**src/rtl/rip_add_seq_pkg.sv**
```systemverilog
// rip_add_seq_pkg
// Shared definitions for the nibble-serial adder sequencer: nibble width,
// FSM state type and a helper that sizes the nibble index register.
// No ports (package).

package rip_add_seq_pkg;

  // Width of one slice handled by the shared ripple adder each cycle.
  localparam int NIB_W = 4;

  typedef enum logic [1:0] {
    IDLE = 2'd0,
    RUN  = 2'd1,
    DONE = 2'd2
  } rip_add_seq_state_t;

  // Bits needed to count nibbles 0..n-1; never narrower than one bit.
  function automatic int idx_w(input int n);
    return (n <= 2) ? 1 : $clog2(n);
  endfunction

endpackage

```
**src/rtl/rip_add.sv**
```systemverilog
// rip_add
// Purely combinational 4-bit ripple-carry adder: {Cout,Sum} = A + B + Cin.
// Ports:
//   A, B  in  4  addends
//   Cin   in  1  carry in to bit 0
//   Sum   out 4  sum bits
//   Cout  out 1  carry out of bit 3

module rip_add (
  input  logic [3:0] A,
  input  logic [3:0] B,
  input  logic       Cin,
  output logic [3:0] Sum,
  output logic       Cout
);

  logic [4:0] c;

  // One full adder per bit, carry rippling from bit 0 upwards.
  always_comb begin
    c    = '0;
    Sum  = '0;
    c[0] = Cin;
    for (int i = 0; i < 4; i++) begin
      Sum[i]   = A[i] ^ B[i] ^ c[i];
      c[i + 1] = (A[i] & B[i]) | (A[i] & c[i]) | (B[i] & c[i]);
    end
    Cout = c[4];
  end

endmodule

```
**src/rtl/rip_add_seq.sv**
```systemverilog
// rip_add_seq
// Adds two WIDTH-bit operands by reusing one 4-bit ripple adder, one nibble
// per cycle (LSB nibble first), chaining the carry through a register.
// Operands arrive on a valid/ready handshake and the result leaves on another.
// WIDTH must be a multiple of 4 and at least 8.
// Optional feature: define RIP_ADD_SEQ_OVF_EN to add the signed overflow
// output 'ovf'.
// Ports:
//   clk        in  1      rising-edge clock
//   rst        in  1      synchronous active-high reset
//   in_valid   in  1      operands presented
//   in_ready   out 1      high in IDLE only
//   a, b       in  WIDTH  addends, sampled at the accept edge only
//   cin        in  1      carry into nibble 0
//   out_valid  out 1      result held in DONE
//   out_ready  in  1      consumer takes the result
//   sum        out WIDTH  registered result
//   cout       out 1      carry out of the top nibble
//   busy       out 1      high while nibbles are being added
//   ovf        out 1      signed overflow (RIP_ADD_SEQ_OVF_EN only)

module rip_add_seq
  import rip_add_seq_pkg::*;
#(
  parameter int WIDTH = 16
) (
  input  logic             clk,
  input  logic             rst,
  input  logic             in_valid,
  output logic             in_ready,
  input  logic [WIDTH-1:0] a,
  input  logic [WIDTH-1:0] b,
  input  logic             cin,
  output logic             out_valid,
  input  logic             out_ready,
  output logic [WIDTH-1:0] sum,
  output logic             cout,
`ifdef RIP_ADD_SEQ_OVF_EN
  output logic             ovf,
`endif
  output logic             busy
);

  localparam int NIB = WIDTH / NIB_W;
  localparam int IW  = idx_w(NIB);

  rip_add_seq_state_t state, next_state;

  logic [WIDTH-1:0] a_reg, b_reg, sum_reg;
  logic             carry;
  logic [IW-1:0]    idx;
  logic [IW+1:0]    nib_base;
  logic             last_nib;
  logic             accept;

  logic [NIB_W-1:0] add_a, add_b, add_sum;
  logic             add_cout;

  // Bit offset of the current nibble (idx * 4).
  assign nib_base = {idx, 2'b00};
  assign last_nib = (idx == IW'(NIB - 1));
  assign accept   = in_valid && in_ready;

  assign add_a = a_reg[nib_base +: NIB_W];
  assign add_b = b_reg[nib_base +: NIB_W];

  rip_add u_add (
    .A    (add_a),
    .B    (add_b),
    .Cin  (carry),
    .Sum  (add_sum),
    .Cout (add_cout)
  );

  // The carry register doubles as cout: it holds the final carry in DONE and
  // nothing touches it again until the next accept.
  assign sum  = sum_reg;
  assign cout = carry;

  // State register.
  always_ff @(posedge clk) begin
    if (rst) state <= IDLE;
    else     state <= next_state;
  end

  // Next-state and handshake/status decode.
  always_comb begin
    next_state = state;
    in_ready   = 1'b0;
    out_valid  = 1'b0;
    busy       = 1'b0;
    case (state)
      IDLE: begin
        in_ready = 1'b1;
        if (in_valid) next_state = RUN;
      end
      RUN: begin
        busy = 1'b1;
        if (last_nib) next_state = DONE;
      end
      DONE: begin
        out_valid = 1'b1;
        if (out_ready) next_state = IDLE;
      end
      default: next_state = IDLE;
    endcase
  end

  // Datapath: capture operands on accept, then fold one nibble per RUN cycle
  // into the result while carrying between nibbles. DONE leaves everything
  // untouched so the result stays stable under backpressure.
  always_ff @(posedge clk) begin
    if (rst) begin
      a_reg   <= '0;
      b_reg   <= '0;
      sum_reg <= '0;
      carry   <= 1'b0;
      idx     <= '0;
    end else begin
      if (accept) begin
        a_reg   <= a;
        b_reg   <= b;
        carry   <= cin;
        idx     <= '0;
        sum_reg <= '0;
      end else if (state == RUN) begin
        sum_reg[nib_base +: NIB_W] <= add_sum;
        carry                      <= add_cout;
        idx                        <= last_nib ? '0 : idx + IW'(1);
      end
    end
  end

`ifdef RIP_ADD_SEQ_OVF_EN
  // Overflow is judged when the top nibble is written, using that nibble's
  // fresh sum bit as the result MSB; it is dropped again on leaving DONE.
  always_ff @(posedge clk) begin
    if (rst) begin
      ovf <= 1'b0;
    end else if (state == RUN && last_nib) begin
      ovf <= (a_reg[WIDTH-1] == b_reg[WIDTH-1]) &&
             (add_sum[NIB_W-1] != a_reg[WIDTH-1]);
    end else if (state == DONE && out_ready) begin
      ovf <= 1'b0;
    end
  end
`endif

endmodule

```
**config.mk**
```make
export PLATFORM = sky130hd
export DESIGN_NAME = rip_add_seq
export DESIGN_NICKNAME = d
export VERILOG_FILES = /design/src/rtl/rip_add_seq_pkg.sv /design/src/rtl/rip_add.sv /design/src/rtl/rip_add_seq.sv
export SDC_FILE = /design/constraint.sdc
export NUM_CORES = 1
export LEC_CHECK = 0
export CORE_MARGIN = 1
export CORE_UTILIZATION = 53
export CTS_BUF_LIST = sky130_fd_sc_hd__clkbuf_16
export DETAILED_ROUTE_END_ITERATION = 10
export PLACE_DENSITY_LB_ADDON = 0.25
export SLEW_MARGIN = 25
export SYNTH_ARGS = -nofsm -noshare
export SYNTH_HDL_FRONTEND = slang
export SYNTH_SLANG_ARGS = --single-unit
```
**constraint.sdc**
```tcl
create_clock -name clk -period 5.8 [get_ports clk]
set_clock_uncertainty 0.15 [all_clocks]
set_input_delay 1.45 -clock clk [delete_from_list [all_inputs] [get_ports clk]]
set_output_delay 1.45 -clock clk [all_outputs]
set_load 0.02 [all_outputs]
```
# ---- Word-level counts from Yosys, hierarchy flattened
# Index checks and enable logic that the tools add are counted.
dict set report word_totals {
  regBits 53
  input_bits 37
  output_inout_bits 20
  word_cells 62
}
dict set report op_classes {
  n_addsub 2
  eq_ne 6
  shifts 4
  mux 11
  n_bitwise 28
  reduce_logical 5
}
# op count
set ops {}
lappend ops {{$shiftx A16 B5 Y4} 2}
lappend ops {{$bwmux W16} 1}
lappend ops {{$shift A4 B6 Y16 const A} 1}
lappend ops {{$shiftx A4 B6 Y16} 1}
lappend ops {{$and A1 B1 Y1} 12}
lappend ops {{$mux W2} 4}
lappend ops {{$or A1 B1 Y1} 8}
lappend ops {{$xor A1 B1 Y1} 8}
lappend ops {{$ne A2 B2 Y1 const B} 3}
lappend ops {{$neg A4 Y6} 1}
lappend ops {{$pmux W2 S3} 1}
lappend ops {{$mux W1} 5}
lappend ops {{$eq A2 B2 Y1 const B} 2}
lappend ops {{$reduce_and A3 Y1} 1}
lappend ops {{$add A2 B1 Y2 const B} 1}
lappend ops {{$eq A2 B1 Y1 const B} 1}
lappend ops {{$logic_not A2 Y1} 1}
lappend ops {{$reduce_bool A2 Y1} 1}
lappend ops {{$reduce_or A2 Y1} 1}
lappend ops {{$logic_and A1 B1 Y1} 1}

# ---- Longest topological paths before layout
dict set report logic_depth {
  depth_word 15
  depth_mapped 11
  ltp_nobuf 9
}

# ---- Hierarchy
# From an unflattened synthesis, not the netlist that was laid out.
dict set report hier_totals {
  hier_cells 272
  hier_area_um2 2448.6
}
# mod n_inst cells_per_inst area_per_inst_um2 seq_area_each_um2
set modules_own_cells {}
lappend modules_own_cells {rip_add_seq 1 258 2331.0 1061.0}
lappend modules_own_cells {rip_add 1 14 117.6 0.0}

# ---- Worst setup path before layout
# No wires, ideal clock.
dict set report synth_path {
  path_type {register -> register}
  startpoint {register idx[1]}
  endpoint {register sum_reg[7], in the netlist sum[7]}
  setup_ns 0.070
  arrival_ns 2.832
  t_required_ns 5.580
  slack_ns 2.748
  path_stages_with_launch 11
  path_buffers 1
  synth_period_minus_slack_ns 3.052
  path_cell_list {dfxtp_1 clkbuf_1 mux4_2 fa_1 inv_1 fa_1 fa_1 inv_1 fa_1 nand4_1 a21oi_1}
}
dict set report synth_via {
  elab_chain_cells 13
  elab_cells_between_ends 29
  classes_between {add/sub (1); shift (4); mux (1); bitwise (23)}
}
# element line_no
set synth_rtl {}
lappend synth_rtl {{start, declared} rip_add_seq.sv:51} ;# logic [IW-1:0] idx;
lappend synth_rtl {{start signal, assigned} rip_add_seq.sv:129} ;# idx <= last_nib ? '0 : idx + IW'(1);
lappend synth_rtl {{$shiftx A16 B5 Y4 (on tied branches)} {rip_add_seq.sv:64, rip_add_seq.sv:65}}
lappend synth_rtl {{$and A1 B1 Y1} rip_add.sv:26} ;# c[i + 1] = (A[i] & B[i]) | (A[i] & c[i]) | (B[i] & c[i]);
lappend synth_rtl {{$or A1 B1 Y1 (2 in a row)} rip_add.sv:26}
lappend synth_rtl {{$and A1 B1 Y1} rip_add.sv:26}
lappend synth_rtl {{$or A1 B1 Y1 (2 in a row)} rip_add.sv:26}
lappend synth_rtl {{$and A1 B1 Y1} rip_add.sv:26}
lappend synth_rtl {{$or A1 B1 Y1 (2 in a row)} rip_add.sv:26}
lappend synth_rtl {{$xor A1 B1 Y1} rip_add.sv:25} ;# Sum[i] = A[i] ^ B[i] ^ c[i];
lappend synth_rtl {{$shiftx A4 B6 Y16} rip_add_seq.sv:127} ;# sum_reg[nib_base +: NIB_W] <= add_sum;
lappend synth_rtl {{$bwmux W16 (*)} rip_add_seq.sv:127}
lappend synth_rtl {{end signal, assigned by index} rip_add_seq.sv:127}
lappend synth_rtl {{end, declared} rip_add_seq.sv:49} ;# logic [WIDTH-1:0] a_reg, b_reg, sum_reg;
# Mark *: on every way between the ends. The rest lies on a longest branch, timed or not.
# A chain may end at the register's enable or synchronous reset.

# ---- Final worst setup path
dict set report layout_path {
  startpoint {register state[0]}
  endpoint {output busy}
}
dict set report layout_via {
  elab_chain_cells 2
}
# element line_no
set layout_rtl {}
lappend layout_rtl {{start, declared} rip_add_seq.sv:47} ;# rip_add_seq_state_t state, next_state;
lappend layout_rtl {{start signal, assigned} rip_add_seq.sv:83} ;# else state <= next_state;
lappend layout_rtl {{$eq A2 B1 Y1} rip_add_seq.sv:92} ;# case (state)
lappend layout_rtl {{$mux W1} rip_add_seq.sv:92}
lappend layout_rtl {{end, declared} rip_add_seq.sv:41} ;# output logic busy
# No other way between the ends.

==> out/metrics.cfg <==
[power_and_ir_drop]
p_int_mw = 0.593
pwr-share-clk_pct = 35.1
p_per_area_nw_per_um2 = 254
power.total_mw = 0.785
combinationalPowerShare_pct = 15.1
switching_share_pct = 24.4
vdd_drop_max_v = 0.000164
seq_power_share_pct = 49.8
switching_power_mw = 0.191
p_leak_nw = 1.11

[synthesis]
syn_area_per_cell_um2 = 8.74
synth_cells = 276
synth.net_count = 323
ys_types = 27
ys_seq_area_share_pct = 44.0
yosys_warnings = 0
synth_area_leader_cell = dfxtp_1
ys_ff_latch = 53
synth_area_leaders = dfxtp_1 (44%), nand2_1 (13%), a21oi_1 (10%), mux4_2 (7.5%), fa_1 (3.3%)
syn_area_um2 = 2410
synth_top_area_share_pct = 44.0

[detailed_routing]
drc_errors = 0
vias = 2034
antenna_left = 0
finalWirelength_mm = 5.05
firstDrtPassIters = 4
drtIter0Drc = 146
routedWlPerCell_um = 13.4
vias_per_cell = 5.38

[finish]
layout_common_cells = nand2_1 (85), clkdlybuf4s50_1 (56), dfxtp_1 (53), a21oi_1 (50), inv_1 (13)
n_antenna_cell = 0
final_common_cell = nand2_1
drive_gt1_share_pct = 6.13
layout.nets = 372
syn2layout_area_growth_pct = 28.3
fin_util_pct = 71.1
final_cell_count_no_fill = 378

[floorplanning]
top_level_ports = 57
fp.dieArea_um2 = 4820
die_w_um = 69.4
die_h_um = 69.4
fp-row-count = 24
core_um2 = 4350
start_util_pct = 55.4

[grt]
grt_pass1_wl_mm = 8.78
grt_max_degree = 37
antenna_found_initial = 0
grt_pass1_vias = 1935
grtUsageTotal_pct = 22.8
grt_overflow_total = 0

[worst_setup_path]
required_ns = 4.20
startpoint_type = register
crit_fanout = 14
cp_cell_sequence = nand2b_1 -> inv_1 -> clkdlybuf4s50_1
cp_slowest_cell = clkdlybuf4s50_1
worstPathArrival_ns = 2.07
r2r_slack_ns = 2.51
cpPeakStageDelay_ns = 0.68
worstSetupPathType = register to output pin
worstSetupEndpointType = output pin

[clocking]
cts_sinks = 53
htreeDepth = 2
cts_resized = 0
hold_buffers = 0
clock_latency_ns = 0.29
cts_tree = built
clk_pin_slew_ns = 0.06
root_buffer = clkbuf_16
clockBufferDepth = 2
post_cts.repair.setup_buffers = 0
cts_inserted_buffers = 5

[sta]
grt_setup_unrepaired = false
setup_viol = 0
period_share_pct = 63.4
fmax_ghz = 0.272
hold_violations = 0
tightest_slew_ns = 0.763
relSlewSlack_pct = 49.1
maxSlewViolCount = 0
fin_crit_ns = 3.67
whs_ns = 0.299
tns_ns = 0

[flow_run]
cap_viol_max_count = 0

[placement]
portBuffers = 56
dp_hpwl_mm = 3.56
dp.cells = 370
place_congestion = 0.786

[run_status]
status = complete, no violations

[hold_path]
hp-class = register to register

==> worst max-delay path: cells and delay by family (launching register included) <==
family | cells | cell delay [ns]
buf+inv | 2 | 1.04
flops | 1 | 0.53
simple gates | 1 | 0.21
==> kinds of logic after synthesis <==
| logic type | Yosys count | synth area share [%] |
|---|---|---|
| AO/OA/AOI/OAI | 53 | 11.5 |
| AND/OR/NAND/NOR | 124 | 24.1 |
| multiplexers | 8 | 7.47 |
| buffers and inverters | 28 | 6.49 |
| flip-flops | 53 | 44.0 |
| adder cells (fa/ha/maj) | 10 | 6.43 |
==> synth_stat cells <==
| library cell | instances |
|---|---|
| a21oi_1 | 50 |
| a22oi_1 | 1 |
| a311oi_2 | 1 |
| and3b_1 | 1 |
| buf_1 | 1 |
| buf_2 | 8 |
| buf_6 | 4 |
| buf_8 | 1 |
| clkbuf_1 | 4 |
| dfxtp_1 | 53 |
| fa_1 | 4 |
| ha_1 | 6 |
| inv_1 | 10 |
| mux4_2 | 8 |
| nand2_1 | 85 |
| nand2b_1 | 1 |
| nand2b_2 | 1 |
| nand3b_1 | 4 |
| nand4_1 | 12 |
| nand4b_1 | 2 |
| nor2_1 | 5 |
| nor2b_1 | 4 |
| nor3b_1 | 3 |
| nor3b_2 | 1 |
| o21ai_0 | 1 |
| or3_1 | 3 |
| or3b_1 | 2 |
==> final timing paths <==
kind,start,to,depth (start not counted)
hold / removal,sum[10]$_SDFFE_PP0P_,sum[10]$_SDFFE_PP0P_,2
hold reg to reg,sum[10]$_SDFFE_PP0P_,sum[10]$_SDFFE_PP0P_,2
setup / recovery,state[0]$_SDFFE_PP0P_,busy,3
setup reg to reg,idx[1]$_SDFFE_PP0P_,sum[7]$_SDFFE_PP0P_,9
==> final cells by class <==
| class | instances | area (um2) |
|---|---|---|
| tap | 52 | 65.1 |
| clock buffer | 5 | 125 |
| inverter | 10 | 37.5 |
| sequential | 53 | 1060 |
| multi-input combinational | 195 | 1200 |
| fill | 380 | 1260 |
| clock inverter | 3 | 11.3 |
| timing repair buffer | 60 | 594 |
==> layer usage <==
layer  part of all wire, %  global-route usage (%)
met5                     0                       0
met3                   4.6                    5.09
met2                    51                    40.1
met4                   1.5                    7.48
met1                    43                    27.5
==> through the flow <==
step,setup WS (ns),instance area [um2]
final,2.13,3090
after global routing,1.97,3090
after CTS,2.13,3090
after detailed placement,2.46,2960
after global placement,2.36,2950
after floorplan,2.75,2410
==> power groups by stage <==
stage               Combinational (mW)  Clock (mW)  Sequential (mW)
global route                     0.131       0.299            0.393
CTS                              0.119       0.279            0.391
finish                           0.119       0.275            0.391
detailed placement               0.118           0            0.399
global placement                 0.115           0            0.398
floorplan                       0.0761           0            0.396
Power figures use the tool's default switching activity.
